## src/rtl/day_set_ctrl_if.sv

```systemverilog
// Front-panel / day-counter bundle for day_set_ctrl.
// LD and EN_OUT form a one-cycle strobe with DAY_OUT valid alongside; the counter always accepts, so there is no ready.
interface day_set_ctrl_if;
  logic       Btn_Set;
  logic       Btn_Up;
  logic       Btn_Dn;
  logic [2:0] Cur_Day;
  logic [2:0] DAY_OUT;
  logic       LD;
  logic       EN_OUT;
  logic       Editing;
  logic [2:0] Edit_Day;
  logic [1:0] state_dbg;

  modport slave (
    input  Btn_Set, Btn_Up, Btn_Dn, Cur_Day,
    output DAY_OUT, LD, EN_OUT, Editing, Edit_Day, state_dbg
  );

  modport master (
    output Btn_Set, Btn_Up, Btn_Dn, Cur_Day,
    input  DAY_OUT, LD, EN_OUT, Editing, Edit_Day, state_dbg
  );
endinterface

```

## src/rtl/day_set_ctrl.sv

```systemverilog
// Button-driven editor for the 0..6 day counter: debounce, edit with wrap, commit via one-cycle load.
// Optional hold-to-repeat stepping is built only when AUTO_REPEAT_EN is defined.
module day_set_ctrl #(
  parameter int DEBOUNCE_CYC = 4,
  parameter int TIMEOUT_CYC  = 64
`ifdef AUTO_REPEAT_EN
  ,
  parameter int REPEAT_DLY   = 8,
  parameter int REPEAT_RATE  = 4
`endif
) (
  input  logic          Clk,
  input  logic          Clr,
  day_set_ctrl_if.slave bus
);

  localparam int DBW   = $clog2(DEBOUNCE_CYC + 1);
  localparam int TOW   = $clog2(TIMEOUT_CYC + 1);
  localparam int B_SET = 0;
  localparam int B_UP  = 1;
  localparam int B_DN  = 2;

  typedef enum logic [1:0] {
    ST_IDLE   = 2'd0,
    ST_EDIT   = 2'd1,
    ST_COMMIT = 2'd2
  } state_t;

  state_t         state_q, state_d;
  logic [2:0]     raw;
  logic [2:0]     sync1_q, sync2_q;
  logic [2:0]     deb_q, deb_d;
  logic [DBW-1:0] dcnt_q [3];
  logic [DBW-1:0] dcnt_d [3];
  logic [2:0]     press;
  logic [TOW-1:0] to_q, to_d;
  logic           to_expire;
  logic [2:0]     edit_day_q, edit_day_d;
  logic [2:0]     day_out_q, day_out_d;
  logic           ld_q, ld_d;
  logic           en_q, en_d;
  logic           editing;
  logic           rep_up, rep_dn;
  logic           step_up, step_dn;
  logic           any_evt;

  function automatic logic [2:0] day_inc(input logic [2:0] d);
    return (d >= 3'd6) ? 3'd0 : d + 3'd1;
  endfunction

  function automatic logic [2:0] day_dec(input logic [2:0] d);
    return (d == 3'd0 || d == 3'd7) ? 3'd6 : d - 3'd1;
  endfunction

  assign raw = {bus.Btn_Dn, bus.Btn_Up, bus.Btn_Set};

  // A level flips only after DEBOUNCE_CYC consecutive disagreeing samples.
  always_comb begin
    deb_d = deb_q;
    for (int i = 0; i < 3; i++) begin
      dcnt_d[i] = '0;
      if (sync2_q[i] != deb_q[i]) begin
        if (dcnt_q[i] == DBW'(DEBOUNCE_CYC - 1)) deb_d[i] = sync2_q[i];
        else dcnt_d[i] = dcnt_q[i] + DBW'(1);
      end
    end
    press = deb_d & ~deb_q;
  end

`ifdef AUTO_REPEAT_EN
  localparam int RPM = (REPEAT_DLY > REPEAT_RATE) ? REPEAT_DLY : REPEAT_RATE;
  localparam int RPW = $clog2(RPM + 1);

  logic [RPW-1:0] rep_cnt_q, rep_cnt_d;
  logic           rep_first_q, rep_first_d;
  logic           held_up, held_dn;
  logic [RPW-1:0] rep_thr;

  // Counts held cycles since the last step; the first gap is longer than the rest.
  always_comb begin
    held_up     = deb_q[B_UP] & ~deb_q[B_DN];
    held_dn     = deb_q[B_DN] & ~deb_q[B_UP];
    rep_thr     = rep_first_q ? RPW'(REPEAT_DLY) : RPW'(REPEAT_RATE);
    rep_cnt_d   = '0;
    rep_first_d = 1'b1;
    rep_up      = 1'b0;
    rep_dn      = 1'b0;
    if (state_q == ST_EDIT && press == 3'b000 && (held_up || held_dn)) begin
      rep_first_d = rep_first_q;
      if (rep_cnt_q + RPW'(1) == rep_thr) begin
        rep_up      = held_up;
        rep_dn      = held_dn;
        rep_first_d = 1'b0;
      end else begin
        rep_cnt_d = rep_cnt_q + RPW'(1);
      end
    end
  end

  always_ff @(posedge Clk or negedge Clr) begin
    if (!Clr) begin
      rep_cnt_q   <= '0;
      rep_first_q <= 1'b1;
    end else begin
      rep_cnt_q   <= rep_cnt_d;
      rep_first_q <= rep_first_d;
    end
  end
`else
  assign rep_up = 1'b0;
  assign rep_dn = 1'b0;
`endif

  assign step_up = press[B_UP] | rep_up;
  assign step_dn = press[B_DN] | rep_dn;
  assign any_evt = (|press) | rep_up | rep_dn;

  always_comb begin
    to_d      = '0;
    to_expire = 1'b0;
    if (state_q == ST_EDIT && !any_evt) begin
      if (to_q == TOW'(TIMEOUT_CYC - 1)) begin
        to_expire = 1'b1;
        to_d      = to_q;
      end else begin
        to_d = to_q + TOW'(1);
      end
    end
  end

  always_comb begin
    edit_day_d = edit_day_q;
    if (state_q == ST_IDLE && press[B_SET]) begin
      edit_day_d = (bus.Cur_Day == 3'd7) ? 3'd0 : bus.Cur_Day;
    end else if (state_q == ST_EDIT && !press[B_SET]) begin
      if (step_up && !step_dn) edit_day_d = day_inc(edit_day_q);
      else if (step_dn && !step_up) edit_day_d = day_dec(edit_day_q);
    end
  end

  always_ff @(posedge Clk or negedge Clr) begin
    if (!Clr) state_q <= ST_IDLE;
    else      state_q <= state_d;
  end

  always_comb begin
    state_d = state_q;
    case (state_q)
      ST_IDLE:   if (press[B_SET]) state_d = ST_EDIT;
      ST_EDIT: begin
        if (press[B_SET])   state_d = ST_COMMIT;
        else if (to_expire) state_d = ST_IDLE;
      end
      ST_COMMIT: state_d = ST_IDLE;
      default:   state_d = ST_IDLE;
    endcase
  end

  // Strobe flops are loaded from the next state so they are high exactly during COMMIT.
  always_comb begin
    ld_d      = (state_d == ST_COMMIT);
    en_d      = ld_d;
    day_out_d = day_out_q;
    if (ld_d) day_out_d = edit_day_q;
    editing   = (state_q == ST_EDIT);
  end

  always_ff @(posedge Clk or negedge Clr) begin
    if (!Clr) begin
      sync1_q    <= '0;
      sync2_q    <= '0;
      deb_q      <= '0;
      for (int i = 0; i < 3; i++) dcnt_q[i] <= '0;
      to_q       <= '0;
      edit_day_q <= '0;
      day_out_q  <= '0;
      ld_q       <= 1'b0;
      en_q       <= 1'b0;
    end else begin
      sync1_q    <= raw;
      sync2_q    <= sync1_q;
      deb_q      <= deb_d;
      for (int i = 0; i < 3; i++) dcnt_q[i] <= dcnt_d[i];
      to_q       <= to_d;
      edit_day_q <= edit_day_d;
      day_out_q  <= day_out_d;
      ld_q       <= ld_d;
      en_q       <= en_d;
    end
  end

  assign bus.DAY_OUT   = day_out_q;
  assign bus.LD        = ld_q;
  assign bus.EN_OUT    = en_q;
  assign bus.Editing   = editing;
  assign bus.Edit_Day  = edit_day_q;
  assign bus.state_dbg = state_q;

endmodule
```

## src/flat_wrapper.sv

```systemverilog
// flat-port wrapper written by rule: the top's interface ports become plain ports
module day_set_ctrl_flat 
#(
  parameter int DEBOUNCE_CYC = 4,
  parameter int TIMEOUT_CYC  = 64

)
  (Clk, Clr, bus_Btn_Set, bus_Btn_Up, bus_Btn_Dn, bus_Cur_Day, bus_DAY_OUT, bus_LD, bus_EN_OUT, bus_Editing, bus_Edit_Day, bus_state_dbg);
  day_set_ctrl_if bus_i ();
  input  logic Clk;
  input  logic Clr;
  input wire logic [$bits(bus_i.Btn_Set)-1:0] bus_Btn_Set;
  input wire logic [$bits(bus_i.Btn_Up)-1:0] bus_Btn_Up;
  input wire logic [$bits(bus_i.Btn_Dn)-1:0] bus_Btn_Dn;
  input wire logic [$bits(bus_i.Cur_Day)-1:0] bus_Cur_Day;
  output wire logic [$bits(bus_i.DAY_OUT)-1:0] bus_DAY_OUT;
  output wire logic [$bits(bus_i.LD)-1:0] bus_LD;
  output wire logic [$bits(bus_i.EN_OUT)-1:0] bus_EN_OUT;
  output wire logic [$bits(bus_i.Editing)-1:0] bus_Editing;
  output wire logic [$bits(bus_i.Edit_Day)-1:0] bus_Edit_Day;
  output wire logic [$bits(bus_i.state_dbg)-1:0] bus_state_dbg;
  assign bus_i.Btn_Set = bus_Btn_Set;
  assign bus_i.Btn_Up = bus_Btn_Up;
  assign bus_i.Btn_Dn = bus_Btn_Dn;
  assign bus_i.Cur_Day = bus_Cur_Day;
  assign bus_DAY_OUT = bus_i.DAY_OUT;
  assign bus_LD = bus_i.LD;
  assign bus_EN_OUT = bus_i.EN_OUT;
  assign bus_Editing = bus_i.Editing;
  assign bus_Edit_Day = bus_i.Edit_Day;
  assign bus_state_dbg = bus_i.state_dbg;
  day_set_ctrl #(.DEBOUNCE_CYC(DEBOUNCE_CYC), .TIMEOUT_CYC(TIMEOUT_CYC)) u_core (.Clk(Clk), .Clr(Clr), .bus(bus_i));
endmodule
```

## config.mk

```make
export PLATFORM = sky130hd
export DESIGN_NAME = day_set_ctrl_flat
export DESIGN_NICKNAME = d
export VERILOG_FILES = /design/src/rtl/day_set_ctrl_if.sv /design/src/rtl/day_set_ctrl.sv /design/src/flat_wrapper.sv
export SDC_FILE = /design/constraint.sdc
export NUM_CORES = 1
export LEC_CHECK = 0
export CAP_MARGIN = 20
export CORE_ASPECT_RATIO = 1.1
export CORE_MARGIN = 8
export CORE_UTILIZATION = 49
export DETAILED_ROUTE_END_ITERATION = 16
export PLACE_DENSITY = 0.74
export SYNTH_ARGS = -nofsm -noshare
export SYNTH_HDL_FRONTEND = slang
export SYNTH_SLANG_ARGS = --single-unit
```

## constraint.sdc

```tcl
create_clock -name Clk -period 1.6 [get_ports Clk]
set_input_delay 0.16 -clock Clk [delete_from_list [all_inputs] [get_ports Clk]]
set_output_delay 0.16 -clock Clk [all_outputs]
set_load 0.02 [all_outputs]
```

==> run metrics, run 1 <==
status=finished, violations left; failing checks=negative setup slack; total vias in the final route=1115; CP max-delay cell=dfrtp_1; pin count of the biggest net entering global routing=35; clk_lat worst skew=0.34 ns; CTS tree=yes; Tcrit/Tclk final=107%; Initial Utilization=51.7%; grt ovf=0; DRC=0; Worst Path Buf+Inv=0; cts hold-fix bufs=0; XOR/XNOR Fraction of Synth Area=2.78%; Clock Pin Slew Worst Setup and Hold Paths=0.10 ns; Adder-Cell Fraction of Synth Area=6.35%; Leakage=0.884 nW; CTS Root Cell=clkbuf_4; minimum clock period=1.71 ns; Synth Area in Compound Gates=8.42%; Seq/Total Area, Yosys=54.0%; Mapped Area=1580 um2; Synth Area in Simple Gates=21.8%; max_slew headroom=72.7%; Critical Setup Path Class=flip-flop to flip-flop; CP delay by family, top=simple AND/OR/NAND/NOR gates; max_cap viols=0; crit path capture type=flip-flop; Ant. Diodes=0; fin. max-slew vios=0; # IOs=19; clk_skew=0.0118 ns; ANT nets after route=0; Yosys cell types=39; drt pass-1 iters=5; Worst Tran Pin Value=0.410 ns; reg2reg setup slack=-0.11 ns; EDFF count, synth=0; routability cong.=0.852; synthesis-to-finish area growth=27.1%; Final #Nets=186; Core Box Area=3050 um2; YS warnings=0; ordered cell list for the critical path=ha_2 > and4bb_2 > ha_4 > nor3b_2 > mux2_4 > nor2_4 > a31oi_2; Max VDD drop=1.08 mV; 1st-iter DRT viols=51; dpl ws=-0.146 ns; Total Power=2.92 mW; vias per cell=5.44; pwr dens=1460 nW/um2; asr flop ratio synth=100%; final non-filler cell total=205; DR WL/cell=14.2 um; PortBufs=18; multiplexer share of the synthesized area=4.13%; Worst EP required=1.86 ns; die height=75.5 um; Post-Syn Nets=151; Final WS setup=-0.106 ns; FP Rows=21; first-pass GRT wire length=5060 um; cts bufs inserted=5; Worst EP arrival=1.97 ns; DIE WIDTH=70.1 um; # clock sinks=34; Largest stage delay, worst path=0.39 ns; Crit Path Max Fanout=6; placed instance area=1900 um2; worst-case hold slack=0.204 ns; Synth Area per Inst=11.7 um2; initial antenna violation count=0; Global Route Usage Sum=12.1%; HPWL Detailed=2190 um; largest family of logic cells by synthesized area=simple AND/OR/NAND/NOR gates; dpl cells=197; setup TNS=-0.269 ns; fin util=65.7%; H-tree depth=2; Bufs on Longest Clock Path=2; Critical Path Start Type=flip-flop; post-route cell area=2000 um2; Post-CTS Setup Inserts=0; ratio of cells with drive above 1 in the final layout=25.7%; Final Hold Vio Count=0; Mapped Cells=135; worst min path class=input port to asynchronous set/reset pin; #FFs+latches synth=34; RSZ-0062 raised after global routing=true; f_max=586 MHz; # setup viols final=3; path depth of the worst reg2reg path=7; predominant post-synthesis flop cell=dfrtp_1; WL final=2920 um; Levels on crit path=7; vias in the first global route=1110; Die Footprint=5290 um2
## per-layer routing
layer | vias up | track usage, % | part of all wire [%]
met4 | 0 | 6.03 | 1.9
met1 | 523 | 13.7 | 46
met5 | - | 0 | 0
met3 | 6 | 6.25 | 7.7
met2 | 33 | 18.8 | 44
li1 | 553 | - | -
## Yosys cell counts (all sizes together), types with 5 or more instances
library cell   n  area share (%)
dfrtp         34              54
nand3          6             2.2
nor3           6             1.9
ha             8             6.4
a31oi          5             2.0
nand2         13             3.1
nor2           7             1.7
nor2b          5             2.0
nor3b          8             3.8
## final cells by class
type | instances | area (um2)
clock buffers | 7 | 55.1
clock inverters | 1 | 5.00
fillers | 239 | 1050
inverters | 5 | 20.0
multi-input cells | 94 | 762
flip-flops and latches | 34 | 851
well taps | 34 | 42.5
repair buffers | 30 | 267
## worst register-to-register path: cells and delay by family (launching register included)
kind | cells | cell delay [ns]
AND/OR/NAND/NOR | 3 | 0.45
adder cells (fa/ha/maj) | 2 | 0.41
flip-flops | 1 | 0.39
multiplexers | 1 | 0.22
AO/OA/AOI/OAI | 1 | 0.15
## state kept, by name, summed over array words and instances (netlist names)
| name | count |
|---|---|
| u_core.to_q | 7 |
| u_core.sync2_q | 3 |
| u_core.bus.state_dbg | 2 |
| u_core.sync1_q | 3 |
| u_core.bus.DAY_OUT | 3 |
| u_core.bus.Edit_Day | 3 |
| u_core.bus.LD | 1 |
| u_core.dcnt_q | 9 |
| u_core.deb_q | 3 |
## cell usage in the layout (no fill, tap or decap), types with 4 or more instances in the layout
cell type,instances
nor2_1,5
buf_4,12
nand3_1,5
nor3b_1,7
xnor2_1,4
clkbuf_4,5
clkdlybuf4s50_1,12
nand2_1,13
nor3_1,6
ha_1,4
inv_1,4
nor2b_1,4
dlygate4sd2_1,5
a31oi_1,4
dfrtp_1,34
## what timing repair did
item | 4_1_cts | 5_1_grt
pin swaps | 4 | 2
endpoints found under the setup margin | 8 | 13
resized for setup | 8 | 8
## cell families after synthesis
| family | after synthesis |
|---|---|
| xor gates and xnor gates | 5 |
| AOI/OAI and AO/OA | 20 |
| buffers and inverters | 7 |
| muxes | 6 |
| DFF | 34 |
| adders and majority gates | 8 |
| and+or+nand+nor | 55 |
## path summary, 6_finish.rpt
check / from / end
max: u_core.dcnt_q[3] / u_core.bus.Edit_Day[1]
min in group Clk: bus_Btn_Set / u_core.sync1_q[0]
max in group asynchronous: Clr / u_core.dcnt_q[8]
min reg2reg: u_core.sync1_q[2] / u_core.sync2_q[2]
max reg2reg: u_core.dcnt_q[3] / u_core.bus.Edit_Day[1]
min: Clr / u_core.bus.Edit_Day[2]
## power by group
| group | switching [mW] | internal, mW | leakage [nW] |
|---|---|---|---|
| combinational | 0.582 | 0.622 | 0.417 |
| sequential | 0.169 | 1.07 | 0.431 |
| clock | 0.272 | 0.213 | 0.0353 |
(Power assumes the default switching activity.)
==> run 2, diff against run 1 <==
CORE_MARGIN = not set   (was 8)
CORE_UTILIZATION = 45   (was 49)
MAX_ROUTING_LAYER = met4   (was not set)
PLACE_DENSITY = 0.69   (was 0.74)
==> run 2 against run 1 <==
The run still ends with negative setup slack left. Global-route usage up 7.4 points. Fmax up 0.72%. Flip-flop and latch count unchanged. Sequential share of layout area down 2.2 points.
==> run metrics, run 2 (synthesized netlist as in run 1, its figures left out) <==
minimum clock period=1.69 ns (-0.0122 ns); FP Rows=22 (+4.8%); Largest register FFs=9 (unchanged); DR WL/cell=13.0 um (-8.9%); 1st-iter DRT viols=42 (-18%); setup TNS=-0.261 ns (+0.00862 ns); die height=64.1 um (-15%); Critical Setup Path Class=flip-flop to flip-flop; ANT nets after route=0 (unchanged); max_cap viols=0 (unchanged); Final #Nets=194 (+4.3%); routability cong.=0.842 (-1.2%); reg2reg setup slack=-0.09 ns (about the same); DRC=0 (unchanged); # clock sinks=34 (unchanged); vias per cell=5.25 (-3.5%); status=finished, violations left; Max VDD drop=0.814 mV (-24%); RSZ-0062 raised after global routing=true; total vias in the final route=1191 (+6.8%); HPWL Detailed=2120 um (-3.5%); Top Registers=u_core.dcnt_q: 9 flops, u_core.to_q: 7 flops; worst min path class=input port to asynchronous set/reset pin; failing checks=negative setup slack; Final Hold Vio Count=0 (unchanged); Leakage=0.954 nW (+7.9%); cts bufs inserted=5 (unchanged); R2R Path End=u_core.bus.Edit_Day[1]; crit path from=u_core.dcnt_q[3]; f_max=590 MHz (+0.72%); Initial Utilization=47.3% (-4.4 points); first-pass GRT wire length=5270 um (+4.2%); clk_skew=0.0109 ns (-0.000853 ns); path depth of the worst reg2reg path=7 (unchanged); fin util=63.4% (-2.2 points); Final WS setup=-0.0937 ns (+0.0122 ns); H-tree depth=2 (unchanged); drt pass-1 iters=4 (-1); Worst EP arrival=1.92 ns (-0.05 ns); pin count of the biggest net entering global routing=35 (unchanged); Core Box Area=3330 um2 (+9.3%); # setup viols final=3 (unchanged); synthesis-to-finish area growth=34.2%; clk_lat worst skew=0.34 ns (about the same); Tcrit/Tclk final=106% (-0.76 points); Reg with most FFs=u_core.dcnt_q; fin. max-slew vios=0 (unchanged); most frequent cells in the layout=dfrtp_1 (34), buf_4 (20), nand2_1 (13), clkdlybuf4s50_1 (13), nor3b_1 (7); commonest non-fill, non-tap cell in the layout=dfrtp_1; crit path capture type=flip-flop; WL final=2950 um (+0.89%); pwr dens=1550 nW/um2 (+6.4%); Layout fillers=255 (+6.7%); max_slew headroom=71.6% (-1.0 points); Total Power=3.28 mW (+12%); ratio of cells with drive above 1 in the final layout=27.9% (+2.2 points); # IOs=19 (unchanged); Die Footprint=3740 um2 (-29%); crit path to=u_core.bus.Edit_Day[1]; cts hold-fix bufs=0 (unchanged); Critical Path Start Type=flip-flop; Reg-to-Reg Start=u_core.dcnt_q[3]; DIE WIDTH=58.4 um (-17%); Bufs on Longest Clock Path=2 (unchanged); initial antenna violation count=0 (unchanged); PortBufs=18 (unchanged); CTS tree=yes; Worst Tran Pin Value=0.426 ns (+0.0155 ns); Global Route Usage Sum=19.6% (+7.4 points); Ant. Diodes=0 (unchanged); grt ovf=0 (unchanged); CTS Root Cell=clkbuf_4; Worst EP required=1.82 ns (-0.04 ns); Crit Path Max Fanout=6 (unchanged); vias in the first global route=1264 (+14%); Clock Pin Slew Worst Setup and Hold Paths=0.11 ns (about the same)
[run 2: repair_timing]
item	4_1_cts	5_1_grt
hold endpoints to repair	0	0
gates resized for setup	6	5
pin swaps	3	3
setup endpoints to repair	6	7
cloned	0	0
buffers inserted	3	3
[run 2: worst min-delay path by stage]
stage	startpoint	endpoint	slack, ns	cells after the start
after floorplan	Clr	u_core.bus.DAY_OUT[0]	-0.14	0
after global placement	u_core.sync1_q[2]	u_core.sync2_q[2]	0.33	0
after detailed placement	u_core.sync1_q[1]	u_core.sync2_q[1]	0.34	0
after CTS	Clr	u_core.dcnt_q[6]	0.20	2
after global routing	bus_Btn_Set	u_core.sync1_q[0]	0.22	1
final	Clr	u_core.dcnt_q[6]	0.21	2
[run 2: worst max-delay path: stages (launching register included)]
cell and delay (ns):
dfrtp_1 0.39, ha_2 0.19, and4bb_2 0.26, ha_4 0.27, nor3b_2 0.03, mux2_4 0.29
nor2_1 0.10, a31oi_1 0.04
[run 2: per-layer routing]
layer,share of wire (%),wire [um],up-vias,global-route usage [%]
met4,3.4,100,0,9.23
met3,4.6,137,10,6.48
met5,0,0,-,-
met1,39,1150,585,19.0
met2,53,1560,26,34.5
li1,-,-,570,-
[run 2: layout make-up]
type / instances / area [um2] / area share [%]
multi-input cells: 94 / 739 / 35.0
well taps: 48 / 60.1 / 2.84
clock buffers: 6 / 51.3 / 2.43
flip-flops and latches: 34 / 851 / 40.3
repair buffers: 38 / 332 / 15.7
clock inverters: 2 / 60.1 / 2.84
inverters: 5 / 20.0 / 0.947
[run 2: through the flow]
| stage | hold WS (ns) | instance area [um2] | instances | setup WS, ns |
|---|---|---|---|---|
| final | 0.209 | 2110 | 227 | -0.0937 |
| after global routing | 0.224 | 2110 | 227 | -0.169 |
| after CTS | 0.204 | 2080 | 224 | -0.0753 |
| after detailed placement | 0.337 | 1930 | 213 | -0.120 |
| after global placement | 0.331 | 1930 | 213 | -0.0584 |
| after floorplan | -0.136 | 1600 | 135 | -0.0191 |
[run 2: power breakdown]
part	switching [mW]	leakage [nW]	total [mW]	internal (mW)
clock	0.289	0.0585	0.819	0.529
combinational	0.587	0.464	1.25	0.660
sequential	0.152	0.431	1.22	1.07
total	1.03	0.954	3.28	2.25
==> run 3, diff against run 2 <==
DONT_BUFFER_PORTS = 1   (was not set)
PLACE_DENSITY = not set   (was 0.69)
==> run 3 against run 2 <==
Power down 16%. Via count down 7.8%. Highest routed layer unchanged. The flow still finishes with violations (negative setup slack). Wire length down 2.1%. Count of clock-buffer cells in the layout down 1. Combinational power down 18%. Die area unchanged. Sequential power up 5%. Largest cell class unchanged. Global-route usage down 2.1 points. Critical path depth unchanged. Clock skew up 0.0027 ns. Clock power down 46%.
==> run metrics, run 3 (synthesized netlist as in run 1, its figures left out) <==
Initial Utilization=47.3% (unchanged); met1 Usage GRT=20.3% (+1.3 points); f_max=579 MHz (-1.9%); vias in the first global route=1078 (-15%); synthesis-to-finish area growth=23.1%; Clock Pin Slew Worst Setup and Hold Paths=0.11 ns (about the same); Switch Pwr=1.01 mW (-1.8%); Worst Hold Path EP=u_core.bus.Edit_Day[0]; DRC=0 (unchanged); Total Power=2.76 mW (-16%); CTS tree=yes; Leakage=0.855 nW (-10%); cts bufs inserted=5 (unchanged); Worst EP arrival=1.99 ns (+0.07 ns); R2R Path End=u_core.bus.Edit_Day[1]; FP Rows=22 (unchanged); 1st-iter DRT viols=33 (-21%); Reg with most FFs=u_core.dcnt_q; total vias in the final route=1098 (-7.8%); Die Footprint=3740 um2 (unchanged); fin. max-slew vios=0 (unchanged); Worst Hold Launch=bus_Cur_Day[1]; first-pass GRT wire length=4730 um (-10%); reg2reg setup slack=-0.13 ns (-0.03 ns); routability cong.=0.768 (-8.8%); path depth of the worst reg2reg path=7 (unchanged); max_cap viols=0 (unchanged); Critical Path Start Type=flip-flop; Tcrit/Tclk final=108% (+2.0 points); Final WS setup=-0.126 ns (-0.0323 ns); Largest register FFs=9 (unchanged); DR WL/cell=13.6 um (+4.8%); final non-filler cell total=212 (-6.6%); minimum clock period=1.73 ns (+0.0323 ns); # clock sinks=34 (unchanged); worst-case hold slack=0.0336 ns (-0.175 ns); Critical Setup Path Class=flip-flop to flip-flop; CTS Root Cell=clkbuf_4; met2 capacity usage during global routing=27.6% (-6.9 points); dpl ws=-0.130 ns (-0.00906 ns); commonest non-fill, non-tap cell in the layout=dfrtp_1; pwr dens=1420 nW/um2 (-8.4%); H-tree depth=2 (unchanged); most frequent cells in the layout=dfrtp_1 (34), buf_4 (16), nand2_1 (13), nor3b_1 (7), dlygate4sd3_1 (7); Crit Path Max Fanout=5 (-1); die height=64.1 um (unchanged); internal cell power=1.75 mW (-22%); met3 global-route usage=5.87% (-0.61 points); RSZ-0062 raised after global routing=true; Ant. Diodes=0 (unchanged); ANT nets after route=0 (unchanged); ratio of cells with drive above 1 in the final layout=29.3% (+1.3 points); Sw Ratio=36.6% (+5.2 points); Reg-to-Reg Start=u_core.dcnt_q[3]; max_slew headroom=74.4% (+2.8 points); Final Hold Vio Count=0 (unchanged); drt pass-1 iters=4 (unchanged); dpl cells=196 (-8.0%); Worst Tran Pin Value=0.384 ns (-0.0421 ns); Clock power frac=16.1% (-8.8 points); Layout fillers=271 (+6.3%); WL final=2880 um (-2.1%); WHS Path Cells=3; clk_skew=0.0136 ns (+0.00266 ns); Global Route Usage Sum=17.5% (-2.1 points); status=finished, violations left; grt ovf=0 (unchanged); worst min path class=input port to flip-flop; clk_lat worst skew=0.34 ns (about the same); Top Registers=u_core.dcnt_q: 9 flops, u_core.to_q: 7 flops; setup TNS=-0.359 ns (-0.0985 ns); fin util=58.2% (-5.2 points); combinational power share=37.4% (-0.6 points); Final #Nets=180 (-7.2%); Bufs on Longest Clock Path=2 (unchanged); post-route cell area=1940 um2 (-8.2%); vias per cell=5.18 (-1.3%); Flop pwr share=46.5% (+9.4 points); Worst EP required=1.87 ns (+0.05 ns); initial antenna violation count=0 (unchanged); PortBufs=0 (-18); HPWL Detailed=2040 um (-3.6%); Core Box Area=3330 um2 (unchanged); Max VDD drop=0.670 mV (-18%); failing checks=negative setup slack; # setup viols final=3 (unchanged); pin count of the biggest net entering global routing=35 (unchanged); placed instance area=1760 um2 (-9.0%); grt peak-use layer=met2; DIE WIDTH=58.4 um (unchanged); crit path capture type=flip-flop; # IOs=19 (unchanged)
[run 3: cell type report]
type	instances	area [um2]	area share (%)
inverters	5	20.0	1.03
clock buffers	5	37.5	1.94
multi-input cells	94	751	38.7
flip-flops and latches	34	851	43.9
clock inverters	2	10.0	0.516
repair buffers	24	210	10.8
well taps	48	60.1	3.10
[run 3: layer usage]
| layer | wire length, um | share of wire, % |
|---|---|---|
| met5 | 0 | 0 |
| met4 | 69 | 2.4 |
| met3 | 136 | 4.7 |
| met2 | 1450 | 50 |
| met1 | 1230 | 43 |
[run 3: critical path, stage by stage, from the launching register on]
cell and delay [ns]:
dfrtp_1 0.40, ha_2 0.19, and4bb_2 0.25, ha_4 0.18, inv_1 0.09, a21oi_1 0.05, a311o_1 0.34, a31oi_2 0.15
[run 3: power by group through the flow]
stage,sequential (mW),combinational [mW],clock (mW)
4_1_cts,1.29,0.994,0.456
3_5_place_dp,1.31,0.942,0
3_3_place_gp,1.29,0.911,0
2_1_floorplan,1.32,0.604,0
6_report,1.28,1.03,0.444
5_1_grt,1.31,1.15,0.484
[run 3: worst max path at each step]
| stage | startpoint | endpoint | slack, ns | cells past startpoint |
|---|---|---|---|---|
| 2_1_floorplan | u_core.dcnt_q[3] | u_core.bus.Edit_Day[0] | -0.02 | 7 |
| 3_3_place_gp | u_core.dcnt_q[3] | u_core.bus.Edit_Day[2] | -0.06 | 7 |
| 3_5_place_dp | u_core.dcnt_q[3] | u_core.bus.Edit_Day[1] | -0.13 | 7 |
| 4_1_cts | u_core.dcnt_q[3] | u_core.bus.Edit_Day[0] | -0.12 | 7 |
| 5_1_grt | u_core.dcnt_q[3] | u_core.bus.Edit_Day[1] | -0.19 | 7 |
| 6_report | u_core.dcnt_q[3] | u_core.bus.Edit_Day[1] | -0.13 | 7 |
[run 3: what timing repair did]
action	in CTS	in global routing
hold endpoints to repair	40	0
hold buffers	8	0
pin swaps	2	4
gates resized for setup	2	8
setup endpoints to repair	3	12
setup buffers	0	1
